$ cat src/rtl/hazard3_clint_mh.sv
// rtl/hazard3_clint_mh.sv - APB timer/software interrupt block with a small external-interrupt gateway
module hazard3_clint_mh #(
  parameter int N_HARTS   = 2,
  parameter int NIRQ      = 8,
  parameter int TICKDIV_W = 8
) (
  input  logic               clk,
  input  logic               rst_n,
  input  logic [15:0]        paddr,
  input  logic               psel,
  input  logic               penable,
  input  logic               pwrite,
  input  logic [31:0]        pwdata,
  output logic [31:0]        prdata,
  output logic               pready,
  output logic               pslverr,
  input  logic               dbg_halt,
  input  logic               tick,
  input  logic [NIRQ-1:0]    irq,
  output logic [N_HARTS-1:0] soft_irq,
  output logic [N_HARTS-1:0] timer_irq,
  output logic               ext_irq
);

  localparam logic [TICKDIV_W-1:0] PRESC_ONE = 1;

  logic                 r_pready;
  logic [63:0]          r_mtime;
  logic [TICKDIV_W-1:0] r_presc;
  logic [TICKDIV_W-1:0] r_tickdiv;
  logic [N_HARTS-1:0]   r_msip;
  logic [N_HARTS-1:0]   r_timer_irq;
  logic [63:0]          r_mtimecmp [N_HARTS];
  logic [NIRQ-1:0]      r_enable;
  logic [NIRQ-1:0]      r_pending;
  logic [NIRQ-1:0]      r_inservice;
  logic                 r_ext_irq;

  logic                 w_access;
  logic                 w_commit;
  logic                 w_wr;
  logic                 w_rd;
  logic                 w_hit;
  logic [31:0]          w_rdata;
  logic [N_HARTS-1:0]   w_msip_sel;
  logic [N_HARTS-1:0]   w_cmp_lo_sel;
  logic [N_HARTS-1:0]   w_cmp_hi_sel;
  logic                 w_mtime_lo_sel;
  logic                 w_mtime_hi_sel;
  logic                 w_tickdiv_sel;
  logic                 w_claim_sel;
  logic                 w_enable_sel;
  logic [NIRQ-1:0]      w_pe;
  logic [NIRQ-1:0]      w_claim_oh;
  logic [31:0]          w_claim_id;
  logic                 w_found;
  logic                 w_tick_en;
  logic                 w_presc_wrap;
  logic                 w_mtime_inc;

  // The access cycle with pready high is the only one that commits side effects
  assign w_access = psel & penable;
  assign w_commit = w_access & r_pready;
  assign w_wr     = w_commit & pwrite;
  assign w_rd     = w_commit & ~pwrite;

  assign w_pe = r_pending & r_enable;

  // Lowest-numbered enabled pending source wins the claim
  always_comb begin
    w_claim_oh = '0;
    w_claim_id = '0;
    w_found    = 1'b0;
    for (int i = 0; i < NIRQ; i++) begin
      if (!w_found && w_pe[i]) begin
        w_found       = 1'b1;
        w_claim_oh[i] = 1'b1;
        w_claim_id    = 32'(i + 1);
      end
    end
  end

  // Address decode and read mux; anything not matched is an error
  always_comb begin
    w_hit          = 1'b0;
    w_rdata        = '0;
    w_msip_sel     = '0;
    w_cmp_lo_sel   = '0;
    w_cmp_hi_sel   = '0;
    w_mtime_lo_sel = 1'b0;
    w_mtime_hi_sel = 1'b0;
    w_tickdiv_sel  = 1'b0;
    w_claim_sel    = 1'b0;
    w_enable_sel   = 1'b0;
    for (int h = 0; h < N_HARTS; h++) begin
      if (paddr == 16'(4 * h)) begin
        w_msip_sel[h] = 1'b1;
        w_hit         = 1'b1;
        w_rdata       = {31'd0, r_msip[h]};
      end
      if (paddr == 16'(32'h4100 + 8 * h)) begin
        w_cmp_lo_sel[h] = 1'b1;
        w_hit           = 1'b1;
        w_rdata         = r_mtimecmp[h][31:0];
      end
      if (paddr == 16'(32'h4104 + 8 * h)) begin
        w_cmp_hi_sel[h] = 1'b1;
        w_hit           = 1'b1;
        w_rdata         = r_mtimecmp[h][63:32];
      end
    end
    case (paddr)
      16'h4000: begin w_mtime_lo_sel = 1'b1; w_hit = 1'b1; w_rdata = r_mtime[31:0];    end
      16'h4004: begin w_mtime_hi_sel = 1'b1; w_hit = 1'b1; w_rdata = r_mtime[63:32];   end
      16'h4008: begin w_tickdiv_sel  = 1'b1; w_hit = 1'b1; w_rdata = 32'(r_tickdiv);   end
      16'h8000: begin w_claim_sel    = 1'b1; w_hit = 1'b1; w_rdata = w_claim_id;       end
      16'h8004: begin w_enable_sel   = 1'b1; w_hit = 1'b1; w_rdata = 32'(r_enable);    end
      default: ;
    endcase
  end

  assign pready    = r_pready;
  assign prdata    = (w_commit && w_hit) ? w_rdata : 32'd0;
  assign pslverr   = w_commit & ~w_hit;
  assign soft_irq  = r_msip;
  assign timer_irq = r_timer_irq;
  assign ext_irq   = r_ext_irq;

  // One wait state: pready rises on the second access cycle and drops after it
  always_ff @(posedge clk or negedge rst_n) begin
    if (!rst_n) r_pready <= 1'b0;
    else        r_pready <= w_access & ~r_pready;
  end

  assign w_tick_en    = tick & ~dbg_halt;
  assign w_presc_wrap = (r_presc == r_tickdiv);
  assign w_mtime_inc  = w_tick_en & w_presc_wrap;

  // Prescaler and 64-bit mtime; a bus write to either half wins over the increment
  always_ff @(posedge clk or negedge rst_n) begin
    if (!rst_n) begin
      r_presc   <= '0;
      r_tickdiv <= '0;
      r_mtime   <= '0;
    end else begin
      if (w_tick_en) r_presc <= w_presc_wrap ? '0 : r_presc + PRESC_ONE;
      if (w_wr && w_tickdiv_sel) r_tickdiv <= pwdata[TICKDIV_W-1:0];
      if (w_wr && w_mtime_lo_sel)      r_mtime[31:0]  <= pwdata;
      else if (w_wr && w_mtime_hi_sel) r_mtime[63:32] <= pwdata;
      else if (w_mtime_inc)            r_mtime        <= r_mtime + 64'd1;
    end
  end

  // Per-hart msip, mtimecmp and the registered unsigned timer compare
  always_ff @(posedge clk or negedge rst_n) begin
    if (!rst_n) begin
      r_msip      <= '0;
      r_timer_irq <= '0;
      for (int h = 0; h < N_HARTS; h++) r_mtimecmp[h] <= '1;
    end else begin
      for (int h = 0; h < N_HARTS; h++) begin
        if (w_wr && w_msip_sel[h])   r_msip[h]              <= pwdata[0];
        if (w_wr && w_cmp_lo_sel[h]) r_mtimecmp[h][31:0]    <= pwdata;
        if (w_wr && w_cmp_hi_sel[h]) r_mtimecmp[h][63:32]   <= pwdata;
        r_timer_irq[h] <= (r_mtime >= r_mtimecmp[h]);
      end
    end
  end

  // Gateways: claim moves pending to inservice; complete reopens, irq re-pends a cycle later
  always_ff @(posedge clk or negedge rst_n) begin
    if (!rst_n) begin
      r_enable    <= '0;
      r_pending   <= '0;
      r_inservice <= '0;
      r_ext_irq   <= 1'b0;
    end else begin
      r_ext_irq <= |w_pe;
      if (w_wr && w_enable_sel) r_enable <= pwdata[NIRQ-1:0];
      for (int i = 0; i < NIRQ; i++) begin
        if (w_rd && w_claim_sel && w_claim_oh[i]) begin
          r_pending[i]   <= 1'b0;
          r_inservice[i] <= 1'b1;
        end else if (irq[i] && !r_pending[i] && !r_inservice[i]) begin
          r_pending[i] <= 1'b1;
        end
        if (w_wr && w_claim_sel && (pwdata == 32'(i + 1))) r_inservice[i] <= 1'b0;
      end
    end
  end

endmodule

$ cat config.mk
export PLATFORM = sky130hd
export DESIGN_NAME = hazard3_clint_mh
export DESIGN_NICKNAME = d
export VERILOG_FILES = /design/src/rtl/hazard3_clint_mh.sv
export SDC_FILE = /design/constraint.sdc
export NUM_CORES = 1
export LEC_CHECK = 0
export CAP_MARGIN = 25
export CORE_ASPECT_RATIO = 0.75
export CORE_UTILIZATION = 58
export CTS_CLUSTER_DIAMETER = 100
export DETAILED_ROUTE_END_ITERATION = 10
export DONT_BUFFER_PORTS = 1
export PLACE_DENSITY = 0.84
export SKIP_LAST_GASP = 1
export SYNTH_ARGS = -nofsm -noshare
export SYNTH_HDL_FRONTEND = slang
export SYNTH_SLANG_ARGS = --single-unit
$ cat constraint.sdc
create_clock -name clk -period 2.8 [get_ports clk]
set_clock_uncertainty 0.15 [all_clocks]
set_input_delay 0.28 -clock clk [delete_from_list [all_inputs] [get_ports clk]]
set_output_delay 0.28 -clock clk [all_outputs]
set_load 0.01 [all_outputs]
-- Yosys cells after proc, flatten, opt, wreduce, memory -nomap -nowiden
Index checks and enable logic that the tools add are counted.
- register bits after elaboration: 238
- word-level logic and storage cells: 250
- add/subtract/negate cells: 2
- magnitude comparators: 2
- eq/ne operators: 20
- muxes and demuxes: 84
- bitwise gates (word level): 14
- reductions and logical operators: 98
- operators with widths (operator ; number):
    32-bit 2-to-1 mux ; 14
    32-bit case mux with 5 select lines ; 1
    32-bit by 3-bit equality test with 1-bit output, second input constant ; 4
    64-bit greater-or-equal comparator ; 2
    16-bit by 15-bit equality test with 1-bit output, second input constant ; 7
    1-bit 2-to-1 mux ; 65
    64-bit by 1-bit adder with 64-bit output, second input constant ; 1
    32-bit by 2-bit equality test with 1-bit output, second input constant ; 2
    64-bit 2-to-1 mux ; 1
    1-bit logical AND ; 52
    2-bit nonzero test ; 18
    16-bit equality test, second input constant ; 2
    32-bit by 1-bit equality test with 1-bit output, second input constant ; 1
    32-bit by 4-bit equality test with 1-bit output, second input constant ; 1
    1-bit zero test ; 23
    16-bit by 3-bit equality test with 1-bit output, second input constant ; 1
    16-bit zero test ; 1
    8-bit by 1-bit adder with 8-bit output, second input constant ; 1
    1-bit AND ; 8
    8-bit AND ; 1
    8-bit equality test ; 1
    8-bit 2-to-1 mux ; 1
    8-bit OR reduction ; 1
    1-bit NOT ; 5
    other kinds (4) ; 6

-- Longest topological paths before layout
- depth after elaboration: 26
- mapped depth: 10
- gate-level depth less buffers: 9

-- Least setup slack after synthesis
OpenSTA, ideal clock, no wires.
- kind: in2out
- start: input port paddr[1]
- end: output port prdata[0]
- arrival time: 2.345 ns
- required time: 2.370 ns
- slack: 0.025 ns
- stages: 9
- path through: or4_4 -> nor4_4 -> and3_1 -> buf_4 -> and3_1 -> buf_4 -> a211o_1 -> a221oi_1 -> a221oi_1
- longest elaborated chain between the ends: 10
- elaborated cells on any way between the ends: 28
- RTL lines (item ; line ; RTL):
    from (decl) ; 9 ; input logic [15:0] paddr,
    parallel branches: the longest is 9 deep, another holds 32-bit 2-to-1 mux ; -- ;
    32-bit 2-to-1 mux * ; 123 ; assign prdata = (w_commit && w_hit) ? w_rdata : 32'd0;
    to (decl) ; 14 ; output logic [31:0] prdata,
Every way passes the cells marked *.

-- Worst setup path in the final report
- start: register r_enable[0]
- end: output port prdata[1]
- longest elaborated chain between the ends: 25
- elaborated cells on any way between the ends: 31
- RTL lines (item ; line ; RTL):
    from (decl) ; 34 ; logic [NIRQ-1:0] r_enable;
    from (signal assigned) ; 179 ; if (w_wr && w_enable_sel) r_enable <= pwdata[NIRQ-1:0];
    8-bit AND * ; 67 ; assign w_pe = r_pending & r_enable;
    1-bit 2-to-1 mux * ; 75 ; if (!w_found && w_pe[i]) begin
    1-bit zero test ; 75 ;
    1-bit logical AND ; 75 ;
    1-bit 2-to-1 mux ; 75 ;
    1-bit zero test ; 75 ;
    1-bit logical AND ; 75 ;
    1-bit 2-to-1 mux ; 75 ;
    (+9 left out) ; -- ;
    1-bit zero test ; 75 ;
    1-bit logical AND ; 75 ;
    1-bit 2-to-1 mux ; 75 ;
    1-bit zero test ; 75 ;
    1-bit logical AND ; 75 ;
    32-bit 2-to-1 mux * ; 75 ;
    32-bit case mux with 5 select lines * ; 112 ; case (paddr)
    32-bit 2-to-1 mux * ; 123 ;
Every way passes the cells marked *; elsewhere a longest branch is shown, timed or not.

==> flow_summary.json <==
{
  "syn_to_final_growth_pct": 21.4,
  "synth_enable_flop_cells": 0,
  "avgSynthCellArea_um2": 9.16,
  "r2r_start": "r_mtime[5]$_DFFE_PN0P_",
  "p_per_area_nw_per_um2": 415,
  "hold_viol_final": 238,
  "finalPower_uw": 7910,
  "drt_iter0_markers": 2298,
  "layout-drive-gt1-share": 0.291,
  "h-tree-depth": 1,
  "postRouteAntennaNets": 0,
  "rsz0062_at_grt": "true",
  "row_count": 51,
  "netlist_area_um2": 15700,
  "period_share": 1.10,
  "vdd_drop_max_mv": 0.484,
  "r2r_slack_ns": -0.04,
  "cp.required_ns": 2.37,
  "place_hpwl_um": 36800,
  "nFillCells": 1799,
  "cts_buffers": 25,
  "die_y_um": 145,
  "cts_hold_buffers": 46,
  "yosysWarningCount": 0,
  "fin_crit_ns": 3.07,
  "clkLatencyLatePin_ns": 0.57,
  "ys_types": 63,
  "grt_util_all_layers": 0.387,
  "final-setup-viol-count": 9,
  "holdWs_ns": -0.717,
  "critPathLaunchType": "flip-flop",
  "grt_pass1_wl_um": 81400,
  "critPathCaptureType": "primary output",
  "synth_nets": 1908,
  "finalInstanceArea_um2": 19100,
  "r2r_cells": 9,
  "dr.pass1.iters": 9,
  "yosysSeqAreaShare": 0.389,
  "violations": "negative hold slack, negative setup slack",
  "placed_cell_area_um2": 17000,
  "fin_ws_ns": -0.266,
  "slew_headroom": 0.503,
  "crit_type": "reg -> out",
  "worst_slew_pin_slew_ns": 0.743,
  "antenna_found_initial": 4,
  "crit_start": "r_enable[0]$_DFFE_PN0P_",
  "wirelength_um": 56000,
  "fin_tns_setup_ns": -0.965,
  "maxCapViolCount": 0,
  "dpl.cell_count": 2114,
  "drv_slew": 0,
  "setup.worst_path.end": "prdata[1]",
  "coreArea_um2": 26300,
  "status": "finished, violations left",
  "arrival_ns": 2.64,
  "wire_per_inst_um": 25.0,
  "place.gp.congestion": 0.992,
  "clkTransAtPathRegs_ns": 0.06,
  "rr_endpoint": "r_mtime[42]$_DFFE_PN0P_",
  "drc": 0,
  "clockRootBuffer": "clkbuf_16",
  "total_leakage_power_uw": 0.00837,
  "vias": 15200,
  "fin_cells": 2238,
  "cts.sinks": 238,
  "start_util": 0.598,
  "clockBufferDepth": 3,
  "num-nets-final": 2064,
  "die_w_um": 192,
  "fmaxAchievable_ghz": 0.326,
  "worstPathMaxFanout": 2,
  "worstHoldPathType": "in -> async",
  "port_buffers": 0,
  "io_pins": 102,
  "grt_max_degree": 239,
  "synthCells": 1715,
  "grt-ovfl-total": 0,
  "synth_seq_cells": 238,
  "viasPerCell": 6.80,
  "cts_tree": "yes",
  "grt_pass1_vias": 14300,
  "ys_async_sr_fraction": 1.00,
  "die_area_um2": 27800,
  "ys_dominant_reg_cell": "dfstp_2"
}
## where the power goes
| group | leakage (uW) | switching [uW] | internal [uW] |
|---|---|---|---|
| clock | 0.000414 | 1500 | 1920 |
| combinational | 0.00518 | 547 | 380 |
| sequential | 0.00278 | 53.0 | 3500 |
## worst min path at each step
stage,start,endpoint,slack (ns),cells past startpoint
floorplan,rst_n,ext_irq$_DFF_PN0_,-0.17,0
global placement,rst_n,r_presc[5]$_DFFE_PN0P_,-0.15,0
detailed placement,rst_n,r_mtime[25]$_DFFE_PN0P_,-0.16,0
CTS,rst_n,r_mtime[21]$_DFFE_PN0P_,-0.73,0
global route,rst_n,r_mtime[24]$_DFFE_PN0P_,-0.71,0
finish,rst_n,r_mtime[25]$_DFFE_PN0P_,-0.72,0
## synthesized netlist by cell type (24+ instances only)
library cell,number,share of area
mux2_2,86,0.062
clkbuf_1,57,0.014
nand2_1,173,0.041
dfstp_2,128,0.21
xor2_1,24,0.013
o21ai_0,122,0.039
inv_1,143,0.034
nand4_1,47,0.019
nor2_1,115,0.027
a21o_1,26,0.012
dfrtp_1,110,0.18
a21oi_1,146,0.047
nand3_1,45,0.014
a22oi_1,60,0.029
ha_1,130,0.10
mux2_4,30,0.029
and3_1,30,0.012
xnor2_1,24,0.013
## layout make-up
type                            instances  area, um^2  share of cell area
Antenna cell                            4        10.0            0.000525
Clock buffer                           40         783              0.0411
Clock inverter                          6        45.0             0.00236
Inverter                              143         537              0.0281
Multi-Input combinational cell       1247        9130               0.479
Sequential cell                       238        6120               0.321
Tap cell                              344         430              0.0226
Timing Repair Buffer                  216        2010               0.106
## layout by cell type (no fill, tap or decap), drive strengths merged, types with 46 or more instances in the layout
master and n:
a22oi 60, o21ai 122, ha 130, mux2 116
buf 166, dlygate4sd3 46, dfstp 128, nor2 116
inv 144, dfrtp 110, nand2 174, nand4 47
a21oi 148
## worst max-delay path, cell delays in order (launching register included)
cell and delay [ns]:
dfrtp_1 0.39, a222oi_1 0.36, buf_4 0.19, and3_4 0.18, nand4_1 0.13, a32o_2 0.31, a221oi_2 0.20, a31oi_1 0.15
buf_4 0.17
## flip-flops by register name, indices dropped and copies added, names as in the netlist
| name | cells |
|---|---|
| ext_irq | 1 |
| pready | 1 |
| r_enable | 8 |
| r_inservice | 8 |
| r_mtime | 64 |
| r_mtimecmp | 128 |
| r_pending | 8 |
| r_presc | 8 |
| r_tickdiv | 8 |
| soft_irq | 2 |
| timer_irq | 2 |
## per-stage QoR
step | setup slack (ns) | util
floorplan | 0.0253 | -
global placement | -0.0823 | 0.648
detailed placement | -0.165 | 0.648
CTS | -0.158 | 0.702
global route | -0.321 | 0.725
finish | -0.266 | 0.725
## timing repair
item / 4_1_cts / 5_1_grt
pin swaps: 9 / 43
endpoints found under the setup margin: 22 / 61
buffers inserted: 8 / 14
gates cloned: 1 / 5
endpoints found under the hold margin: 469 / 238
gates resized for setup: 16 / 83
## metal layers
metal  vias to the layer above  track usage  part of all wire
met1                      7332        0.552              0.40
met4                         2        0.104             0.039
li1                       6484            -                 -
met5                         -            0           0.00025
met3                       202        0.128              0.15
met2                      1190        0.559              0.42
## kinds of logic (layout without fill, tap and decap cells)
family | Yosys count | in the layout | synth area share
flip-flops | 238 | 238 | 0.389
adder cells (fa/ha/maj) | 130 | 130 | 0.104
other | 0 | 4 | 0
AO/OA/AOI/OAI | 452 | 453 | 0.177
XOR/XNOR | 48 | 48 | 0.0268
multiplexers | 119 | 119 | 0.0922
buffers and inverters | 231 | 405 | 0.0589
AND/OR/NAND/NOR | 497 | 497 | 0.153
Power figures use the tool's default switching activity.
